[src/rtl/arith_array_rf_pkg.sv]
// Shared types and helpers for the arithmetic-fill register array.
// The fill FSM states are defined here, along with the closed-form fill value.
package arith_array_pkg;

  typedef enum logic [1:0] {
    IDLE = 2'd0,
    FILL = 2'd1,
    DONE = 2'd2
  } fill_state_e;

  // Closed-form value of entry i after a fill. Callers truncate the result to their WIDTH.
  function automatic logic [63:0] fill_value(input logic [63:0] base,
                                             input logic [63:0] step,
                                             input int unsigned  i);
    return base + step * 64'(i);
  endfunction

endpackage

[src/rtl/arith_array_rf_if.sv]
// Bus bundle for arith_array_rf: fill request/status, write port and two read ports.
// The master drives requests and indices. The slave (the array) drives status and read data.
interface arith_array_rf_if #(
  parameter int WIDTH = 8,
  parameter int DEPTH = 4
);
  localparam int IDX_W = $clog2(DEPTH);

  logic             fill_start;
  logic [WIDTH-1:0] fill_base;
  logic [WIDTH-1:0] fill_step;
  logic             fill_busy;
  logic             fill_done;

  logic             wr_en;
  logic [IDX_W-1:0] wr_idx;
  logic [WIDTH-1:0] wr_data;
  logic             wr_drop;

  logic [IDX_W-1:0] rd_a_idx;
  logic [IDX_W-1:0] rd_b_idx;
  logic [WIDTH-1:0] rd_a_data;
  logic [WIDTH-1:0] rd_b_data;

  modport master (
    output fill_start, fill_base, fill_step,
    output wr_en, wr_idx, wr_data,
    output rd_a_idx, rd_b_idx,
    input  fill_busy, fill_done, wr_drop,
    input  rd_a_data, rd_b_data
  );

  modport slave (
    input  fill_start, fill_base, fill_step,
    input  wr_en, wr_idx, wr_data,
    input  rd_a_idx, rd_b_idx,
    output fill_busy, fill_done, wr_drop,
    output rd_a_data, rd_b_data
  );

endinterface

[src/rtl/arith_array_rf_fill_seq.sv]
// Arithmetic-fill sequencer: walks ptr over 0..DEPTH-1 and emits base + i*step, one entry per cycle.
// Busy and done are decoded directly from the state flop, so they are registered outputs.
module arith_fill_seq
  import arith_array_pkg::*;
#(
  parameter int WIDTH = 8,
  parameter int DEPTH = 4,
  localparam int IDX_W = $clog2(DEPTH)
) (
  input  logic             clk,
  input  logic             rst_n,
  input  logic             fill_start,
  input  logic [WIDTH-1:0] fill_base,
  input  logic [WIDTH-1:0] fill_step,
  output logic             fill_busy,
  output logic             fill_done,
  output logic             fill_we,
  output logic [IDX_W-1:0] fill_idx,
  output logic [WIDTH-1:0] fill_data
);

  localparam logic [IDX_W-1:0] LAST_IDX = IDX_W'(DEPTH - 1);

  fill_state_e      state_q, state_d;
  logic [WIDTH-1:0] acc_q,   acc_d;
  logic [WIDTH-1:0] step_q,  step_d;
  logic [IDX_W-1:0] ptr_q,   ptr_d;

  // NOTE: every signal written here gets a default first, so no path through the case infers a latch.
  always_comb begin
    state_d = state_q;
    acc_d   = acc_q;
    step_d  = step_q;
    ptr_d   = ptr_q;
    fill_we = 1'b0;

    unique case (state_q)
      IDLE: begin
        if (fill_start) begin
          state_d = FILL;
          acc_d   = fill_base;
          step_d  = fill_step;
          ptr_d   = '0;
        end
      end
      FILL: begin
        fill_we = 1'b1;
        acc_d   = acc_q + step_q;          // carry out is discarded: silent wrap
        ptr_d   = ptr_q + IDX_W'(1);
        if (ptr_q == LAST_IDX) begin
          state_d = DONE;
        end
      end
      DONE: begin
        state_d = IDLE;
      end
      default: begin
        state_d = IDLE;
      end
    endcase
  end

  // NOTE: sequential state uses non-blocking assignments so every flop samples pre-edge values.
  always_ff @(posedge clk) begin
    if (!rst_n) begin
      state_q <= IDLE;
      acc_q   <= '0;
      step_q  <= '0;
      ptr_q   <= '0;
    end else begin
      state_q <= state_d;
      acc_q   <= acc_d;
      step_q  <= step_d;
      ptr_q   <= ptr_d;
    end
  end

  assign fill_busy = (state_q == FILL);
  assign fill_done = (state_q == DONE);
  assign fill_idx  = ptr_q;
  assign fill_data = acc_q;

endmodule

[src/rtl/arith_array_rf.sv]
// DEPTH x WIDTH flop array with an arithmetic-fill engine, one write port and two registered read ports.
// Reads sample the array before any same-edge write lands, so a read of the written index returns the old value.
module arith_array_rf
  import arith_array_pkg::*;
#(
  parameter int WIDTH = 8,
  parameter int DEPTH = 4
) (
  input  logic            clk,
  input  logic            rst_n,
  arith_array_rf_if.slave bus
);

  localparam int IDX_W = $clog2(DEPTH);

  logic             fill_we;
  logic [IDX_W-1:0] fill_idx;
  logic [WIDTH-1:0] fill_data;
  logic             fill_busy;

  arith_fill_seq #(
    .WIDTH (WIDTH),
    .DEPTH (DEPTH)
  ) u_fill_seq (
    .clk        (clk),
    .rst_n      (rst_n),
    .fill_start (bus.fill_start),
    .fill_base  (bus.fill_base),
    .fill_step  (bus.fill_step),
    .fill_busy  (fill_busy),
    .fill_done  (bus.fill_done),
    .fill_we    (fill_we),
    .fill_idx   (fill_idx),
    .fill_data  (fill_data)
  );

  assign bus.fill_busy = fill_busy;

  logic [WIDTH-1:0] mem_q [DEPTH];
  logic [WIDTH-1:0] mem_d [DEPTH];
  logic [WIDTH-1:0] rd_a_data_q, rd_a_data_d;
  logic [WIDTH-1:0] rd_b_data_q, rd_b_data_d;
  logic             wr_drop_q,   wr_drop_d;

  // External writes are only rejected while the fill owns the array; DONE accepts them.
  always_comb begin
    mem_d = mem_q;
    if (fill_we) begin
      mem_d[fill_idx] = fill_data;
    end else if (bus.wr_en) begin
      mem_d[bus.wr_idx] = bus.wr_data;
    end
    wr_drop_d   = bus.wr_en & fill_busy;
    rd_a_data_d = mem_q[bus.rd_a_idx];
    rd_b_data_d = mem_q[bus.rd_b_idx];
  end

  // NOTE: the array is plain flops rather than a RAM macro, so clearing it on reset is both legal and intended.
  always_ff @(posedge clk) begin
    if (!rst_n) begin
      mem_q       <= '{default: '0};
      rd_a_data_q <= '0;
      rd_b_data_q <= '0;
      wr_drop_q   <= 1'b0;
    end else begin
      mem_q       <= mem_d;
      rd_a_data_q <= rd_a_data_d;
      rd_b_data_q <= rd_b_data_d;
      wr_drop_q   <= wr_drop_d;
    end
  end

  assign bus.rd_a_data = rd_a_data_q;
  assign bus.rd_b_data = rd_b_data_q;
  assign bus.wr_drop   = wr_drop_q;

endmodule

[src/flat_wrapper.sv]
// flat-port wrapper written by rule: the top's interface ports become plain ports
module arith_array_rf_flat import arith_array_pkg::*;
#(
  parameter int WIDTH = 8,
  parameter int DEPTH = 4
)
  (clk, rst_n, bus_fill_start, bus_fill_base, bus_fill_step, bus_wr_en, bus_wr_idx, bus_wr_data, bus_rd_a_idx, bus_rd_b_idx, bus_fill_busy, bus_fill_done, bus_wr_drop, bus_rd_a_data, bus_rd_b_data);
  arith_array_rf_if #(.WIDTH(WIDTH), .DEPTH(DEPTH)) bus_i ();
  input  logic clk;
  input  logic rst_n;
  input wire logic [$bits(bus_i.fill_start)-1:0] bus_fill_start;
  input wire logic [$bits(bus_i.fill_base)-1:0] bus_fill_base;
  input wire logic [$bits(bus_i.fill_step)-1:0] bus_fill_step;
  input wire logic [$bits(bus_i.wr_en)-1:0] bus_wr_en;
  input wire logic [$bits(bus_i.wr_idx)-1:0] bus_wr_idx;
  input wire logic [$bits(bus_i.wr_data)-1:0] bus_wr_data;
  input wire logic [$bits(bus_i.rd_a_idx)-1:0] bus_rd_a_idx;
  input wire logic [$bits(bus_i.rd_b_idx)-1:0] bus_rd_b_idx;
  output wire logic [$bits(bus_i.fill_busy)-1:0] bus_fill_busy;
  output wire logic [$bits(bus_i.fill_done)-1:0] bus_fill_done;
  output wire logic [$bits(bus_i.wr_drop)-1:0] bus_wr_drop;
  output wire logic [$bits(bus_i.rd_a_data)-1:0] bus_rd_a_data;
  output wire logic [$bits(bus_i.rd_b_data)-1:0] bus_rd_b_data;
  assign bus_i.fill_start = bus_fill_start;
  assign bus_i.fill_base = bus_fill_base;
  assign bus_i.fill_step = bus_fill_step;
  assign bus_i.wr_en = bus_wr_en;
  assign bus_i.wr_idx = bus_wr_idx;
  assign bus_i.wr_data = bus_wr_data;
  assign bus_i.rd_a_idx = bus_rd_a_idx;
  assign bus_i.rd_b_idx = bus_rd_b_idx;
  assign bus_fill_busy = bus_i.fill_busy;
  assign bus_fill_done = bus_i.fill_done;
  assign bus_wr_drop = bus_i.wr_drop;
  assign bus_rd_a_data = bus_i.rd_a_data;
  assign bus_rd_b_data = bus_i.rd_b_data;
  arith_array_rf #(.WIDTH(WIDTH), .DEPTH(DEPTH)) u_core (.clk(clk), .rst_n(rst_n), .bus(bus_i));
endmodule
[config.mk]
export PLATFORM = sky130hd
export DESIGN_NAME = arith_array_rf_flat
export DESIGN_NICKNAME = d
export VERILOG_FILES = /design/src/rtl/arith_array_rf_pkg.sv /design/src/rtl/arith_array_rf_if.sv /design/src/rtl/arith_array_rf_fill_seq.sv /design/src/rtl/arith_array_rf.sv /design/src/flat_wrapper.sv
export SDC_FILE = /design/constraint.sdc
export NUM_CORES = 1
export LEC_CHECK = 0
export BUFFER_PORTS_ARGS = -buffer_cell sky130_fd_sc_hd__buf_2
export CORE_MARGIN = 2
export CORE_UTILIZATION = 51
export DETAILED_ROUTE_END_ITERATION = 6
export PLACE_DENSITY_LB_ADDON = 0.1
export SYNTH_ARGS = -nofsm -noshare
export SYNTH_HDL_FRONTEND = slang
export SYNTH_SLANG_ARGS = --single-unit
[constraint.sdc]
create_clock -name clk -period 1.91 [get_ports clk]
set_clock_uncertainty 0.1 [all_clocks]
set_input_delay 0.382 -clock clk [delete_from_list [all_inputs] [get_ports clk]]
set_output_delay 0.382 -clock clk [all_outputs]
set_load 0.01 [all_outputs]
# == Yosys cells after proc, flatten, opt, wreduce, memory -nomap -nowiden ==
# Cells that the tools add are included.
# word_totals
out_inout_bits,19
word_cells,59
in_bits,34
ff_bits,69
# op_classes
n_addsub,2
bitwise,5
n_eq_ne,5
mux,22
n_reduce_logical,8
n_lt_le_gt_ge,6
# ops
operator,count
bitwise mux 32 bit,2
two-way mux 32 bit,2
two-way mux 8 bit,7
binary-select mux 8 bit (select 2 bit),2
demux 8 bit (select 2 bit),2
case mux 8 bit (2 select lines),1
>= comparator 3 bit (second input constant),4
inverter 2 -> 3 bit,4
adder 8 bit,1
case mux 2 bit (2 select lines),2
less-than comparator 3 x 1 -> 1 bit (second input constant),2
two-way mux 2 bit,3
AND reduction 2 bit,3
equality test 2 bit (second input constant),2
!= test 2 bit (second input constant),2
nonzero test 2 bit,2
adder 2 x 1 -> 2 bit (second input constant),1
equality test 2 x 1 -> 1 bit (second input constant),1
logical AND 1 bit,2
logical NOT 2 bit,1
bitwise AND 1 bit,1
two-way mux 1 bit,1

# == Depth between registers and ports, before layout ==
# depth
depth_word,8
depth_mapped,8
ltp_nobuf,8

# == Cells and area by module ==
# Synthesis repeated with hierarchy kept, for this count alone.
# hier_totals
cells_unflattened,351
area_unflattened_um2,3597.2
# by_module_without_submodules
module,seq_area_each_um2,cells_per_inst,instances,area_per_inst_um2
arith_array_rf,980.9,221,1,2453.6
arith_fill_seq,400.4,130,1,1143.6

# == Worst setup path after synthesis ==
# Ideal clock, no wire load.
# synth_timing
path_type,reg-to-reg
startpoint,register u_core.u_fill_seq.acc_q[0] (netlist: u_core.u_fill_seq.fill_data[0])
endpoint,register u_core.u_fill_seq.acc_q[6] (netlist: u_core.u_fill_seq.fill_data[6])
path_stages_with_launch,9
period_less_slack_ns,1.895
arrival_time_ns,1.672
required_time_ns,1.688
slack_ns,0.015
setup_ns,0.122
n_path_buf,0
cell_sequence,dfxtp_1 -> ha_1 -> inv_1 -> fa_1 -> nor2b_1 -> nor3_1 -> o31ai_1 -> xnor2_1 -> o21ai_0
# synth_via
elab_chain_len,2
# synth_lines
element,line_no,source
"start, declared",arith_array_rf_fill_seq.sv:25,"logic [WIDTH-1:0] acc_q, acc_d;"
"start signal, assigned",arith_array_rf_fill_seq.sv:67,acc_q <= '0;
"start signal, assigned",arith_array_rf_fill_seq.sv:72,acc_q <= acc_d;
adder 8 bit,arith_array_rf_fill_seq.sv:48,acc_d = acc_q + step_q;
case mux 8 bit (2 select lines),arith_array_rf_fill_seq.sv:37,unique case (state_q)
# No other way between the ends.
# A chain may end at the register's enable or synchronous reset.

# == Final worst setup path ==
# layout_timing
startpoint,register u_core.u_fill_seq.step_q[0]
endpoint,register u_core.u_fill_seq.acc_q[4] (netlist: u_core.u_fill_seq.fill_data[4])
# layout_via
elab_chain_len,2
# layout_lines
element,line_no,source
"start, declared",arith_array_rf_fill_seq.sv:26,"logic [WIDTH-1:0] step_q, step_d;"
"start signal, assigned",arith_array_rf_fill_seq.sv:73,step_q <= step_d;
adder 8 bit,arith_array_rf_fill_seq.sv:48,
case mux 8 bit (2 select lines),arith_array_rf_fill_seq.sv:37,
# No other way between the ends.

==> run_results.csv <==
group,metric,value,unit
worst_hold_path,hp-start,"bus_fill_step[3]",
worst_setup_path,startpoint_type,"flip-flop",
worst_hold_path,hold_path_class,"primary input to flip-flop",
worst_setup_path,slowest_stage,"fa_2",
global_routing,grt_usage,23.5,%
yosys,yosysSeqAreaShare,39.8,%
clock_network,cts_tree,"done",
yosys,syn_inst,359,
yosys,ys_ff_latch,69,
timing,hold_viol,0,
yosys,yosys.area.top_type,"dfxtp_1",
clock_network,clock-sinks,69,
placed_design,io_buffers,52,
power_and_ir_drop,switching_share,29.2,%
power_and_ir_drop,power_density,772,mW/mm^2
routing,num_vias,2919,
power_and_ir_drop,power.internal,2.24,mW
timing,relSlewSlack,68.8,%
finish,fin_nets,463,
worst_setup_path,rr_worst_depth,9,
clock_network,clk_pin_slew_worst_paths,0.08,ns
yosys,syn_area,0.00347,sq mm
power_and_ir_drop,p_sw,0.920,mW
floorplan,initial_core_util,51.9,%
worst_setup_path,end_kind,"flip-flop",
floorplan,die_y,86.5,um
power_and_ir_drop,clockPowerShare,33.0,%
routing,dr.pass1.iters,5,
worst_setup_path,cp_cell_sequence,"ha_4 > inv_1 > fa_2 > nor2b_2 > buf_4 > o21ai_0 > nand2_1 > a31oi_1 > o311a_1",
worst_setup_path,cp.arrival,2.00,ns
floorplan,io_pins,53,
floorplan,num_rows,30,
floorplan,dieWidth,86.5,um
worst_setup_path,crit_fanout,2,
timing,fin_crit_sh,97.3,%
worst_setup_path,required,2.05,ns
finish,antennaDiodeCount,0,
power_and_ir_drop,max-vdd-ir-drop,469,uV
worst_setup_path,reg2reg_slack,0.05,ns
global_routing,grt_overflow_total,0,
routing,wl_per_cell,17.0,um
clock_network,numCtsBuffers,9,
yosys,synth_edf_count,0,
clock_network,htree_levels,3,
power_and_ir_drop,p_leak,1.74,nW
yosys,synth_common_cells,"dfxtp_1, nand2_1, a22oi_1",
yosys,ys_warn_count,0,
timing,maxSlewViolCount,0,
worst_hold_path,hold_depth,3,
clock_network,clock_latency,0.35,ns
timing,fmax,538,MHz
global_routing,antenna_found_initial,0,
yosys,ys.flop_type,"dfxtp_1",
yosys,yosysMostFrequentCell,"dfxtp_1",
yosys,yosys.area.top_type_share,39.8,%
timing,setup_viol_count_final,0,
routing,drtAntennaViolNets,0,
job,maxCapViolCount,0,
finish,final_area,0.00409,sq mm
worst_setup_path,startpoint,"u_core.u_fill_seq.step_q[0]$_SDFFE_PN0P_",
finish,layout-drive-gt1-share,29.4,%
routing,drc,0,
clock_network,clockRootBuffer,"clkbuf_8",
floorplan,dieArea,0.00748,sq mm
yosys,ys_async_sr_fraction,0,%
global_routing,grt_max_degree,36,
worst_setup_path,r2r-start,"u_core.u_fill_seq.step_q[0]$_SDFFE_PN0P_",
timing,worst_pin_slew,0.467,ns
yosys,avgSynthCellArea,9.67,sq um
routing,drtIter0Drc,176,
yosys,synth_top_cells_by_area,"dfxtp_1, mux4_2, a22oi_1",
worst_setup_path,slowest_delay,0.39,ns
routing,vias_per_cell,5.81,
worst_setup_path,worstReg2RegEnd,"u_core.u_fill_seq.fill_data[4]$_SDFFE_PN0P_",
global_routing,grt_pass1_wl,13.6,mm
placed_design,place_hpwl,6.17,mm
clock_network,cts.path.max_buffers,2,
yosys,synth_nets,405,
worst_setup_path,path_class,"flip-flop to flip-flop",
worst_hold_path,hold_path_end,"u_core.u_fill_seq.step_q[3]$_SDFFE_PN0P_",
power_and_ir_drop,seqPwrFrac,50.3,%
routing,wl,8.54,mm
yosys,ys_types,47,
power_and_ir_drop,power_frac_comb,16.7,%
global_routing,grt_pass1_vias,2735,
floorplan,core-area,0.00668,sq mm
placed_design,place_congestion,0.981,
placed_design,placed_area,0.00386,sq mm
finish,utilization,61.2,%
timing,fin_crit,1.86,ns
finish,syn2layout_area_growth,17.7,%
outcome,status,"complete, no violations",
-- final cells by class --
class	instances	area, sq um
Inverter	9	33.8
Sequential cell	69	1390
Fill cell	622	2590
Tap cell	80	100
Clock inverter	6	40.0
Timing Repair Buffer	72	427
Clock buffer	10	128
Multi-Input combinational cell	256	1970
-- worst max-delay path by stage --
stage / end / cells after the start / slack [ns]
5_1_grt: u_core.u_fill_seq.fill_data[4]$_SDFFE_PN0P_ / 9 / -0.01
2_1_floorplan: u_core.u_fill_seq.fill_data[6]$_SDFFE_PN0P_ / 8 / 0.02
3_3_place_gp: u_core.u_fill_seq.fill_data[6]$_SDFFE_PN0P_ / 8 / 0.07
6_report: u_core.u_fill_seq.fill_data[4]$_SDFFE_PN0P_ / 9 / 0.05
3_5_place_dp: u_core.u_fill_seq.fill_data[6]$_SDFFE_PN0P_ / 8 / 0.02
4_1_cts: u_core.u_fill_seq.fill_data[6]$_SDFFE_PN0P_ / 8 / 0.03
-- logic make-up (layout without fill, tap and decap cells) --
kind of cell,Yosys count,after routing,synth area share (%)
compound gates,99,99,21.9
xor+xnor,4,4,1.01
fa+ha+maj,12,12,4.54
buf+inv,34,97,4.51
flops,69,69,39.8
mux,17,17,10.7
simple gates,124,124,17.6
-- layer usage --
layer	track usage (%)	share of wire (%)	vias up
met2	39.8	50	105
met4	9.38	2.2	0
met5	0	0	-
li1	-	-	1420
met3	4.00	5.0	17
met1	29.9	43	1377
-- what timing repair did --
item / CTS / global route
hold buffers: 0 / 0
resized for setup: 0 / 13
pin swaps: 1 / 6
setup endpoints to repair: 1 / 6
setup buffers: 0 / 2
-- placed cells by master (no fill, tap or decap), types with 3 or more instances in the layout --
master      count
dfxtp_1        66
nand2_1        52
buf_2          52
a22oi_1        26
a21boi_0       25
and2_1         24
nor2_1         19
buf_4          18
mux4_2         16
ha_1           10
clkbuf_8        9
inv_1           8
nor2b_1         7
o211a_1         7
o221ai_1        7
o21ai_0         6
a21oi_1         6
and3_1          4
clkinvlp_4      4
nor3_1          3
a31oi_1         3
o221a_2         3
xnor2_1         3
dfxtp_2         3
-- power by group through the flow --
stage / Clock, mW / Sequential [mW] / Combinational, mW
floorplan: 0 / 1.61 / 0.334
global placement: 0 / 1.61 / 0.500
detailed placement: 0 / 1.62 / 0.507
CTS: 1.06 / 1.58 / 0.510
global route: 1.12 / 1.60 / 0.580
finish: 1.04 / 1.59 / 0.528
-- state kept, by name (all words and copies together) (netlist names) --
register                     cells
u_core.u_fill_seq.fill_data      8
u_core.u_fill_seq.state_q        2
u_core.u_fill_seq.fill_idx       2
u_core.u_fill_seq.step_q         8
u_core.mem_q                    32
u_core.bus.rd_a_data             8
u_core.bus.wr_drop               1
u_core.bus.rd_b_data             8
-- metrics by stage --
stage / TNS [ns] / hold WS [ns] / setup slack (ns) / std cells / total power [mW]
floorplan: 0 / 0.348 / 0.0155 / 359 / 1.94
global placement: 0 / 0.360 / 0.0699 / 484 / 2.11
detailed placement: 0 / 0.363 / 0.0218 / 484 / 2.12
CTS: 0 / 0.171 / 0.0252 / 500 / 3.15
global route: -0.0205 / 0.187 / -0.0120 / 502 / 3.30
finish: 0 / 0.174 / 0.0523 / 502 / 3.16
-- worst max-delay path, delay by kind of cell, from the launching register on --
kind	cells	cell delay, ns
buffers and inverters	2	0.18
AOI/OAI and AO/OA	3	0.31
and+or+nand+nor	2	0.28
adders and majority gates	2	0.53
DFF	1	0.36
Power figures use the tool's default switching activity.
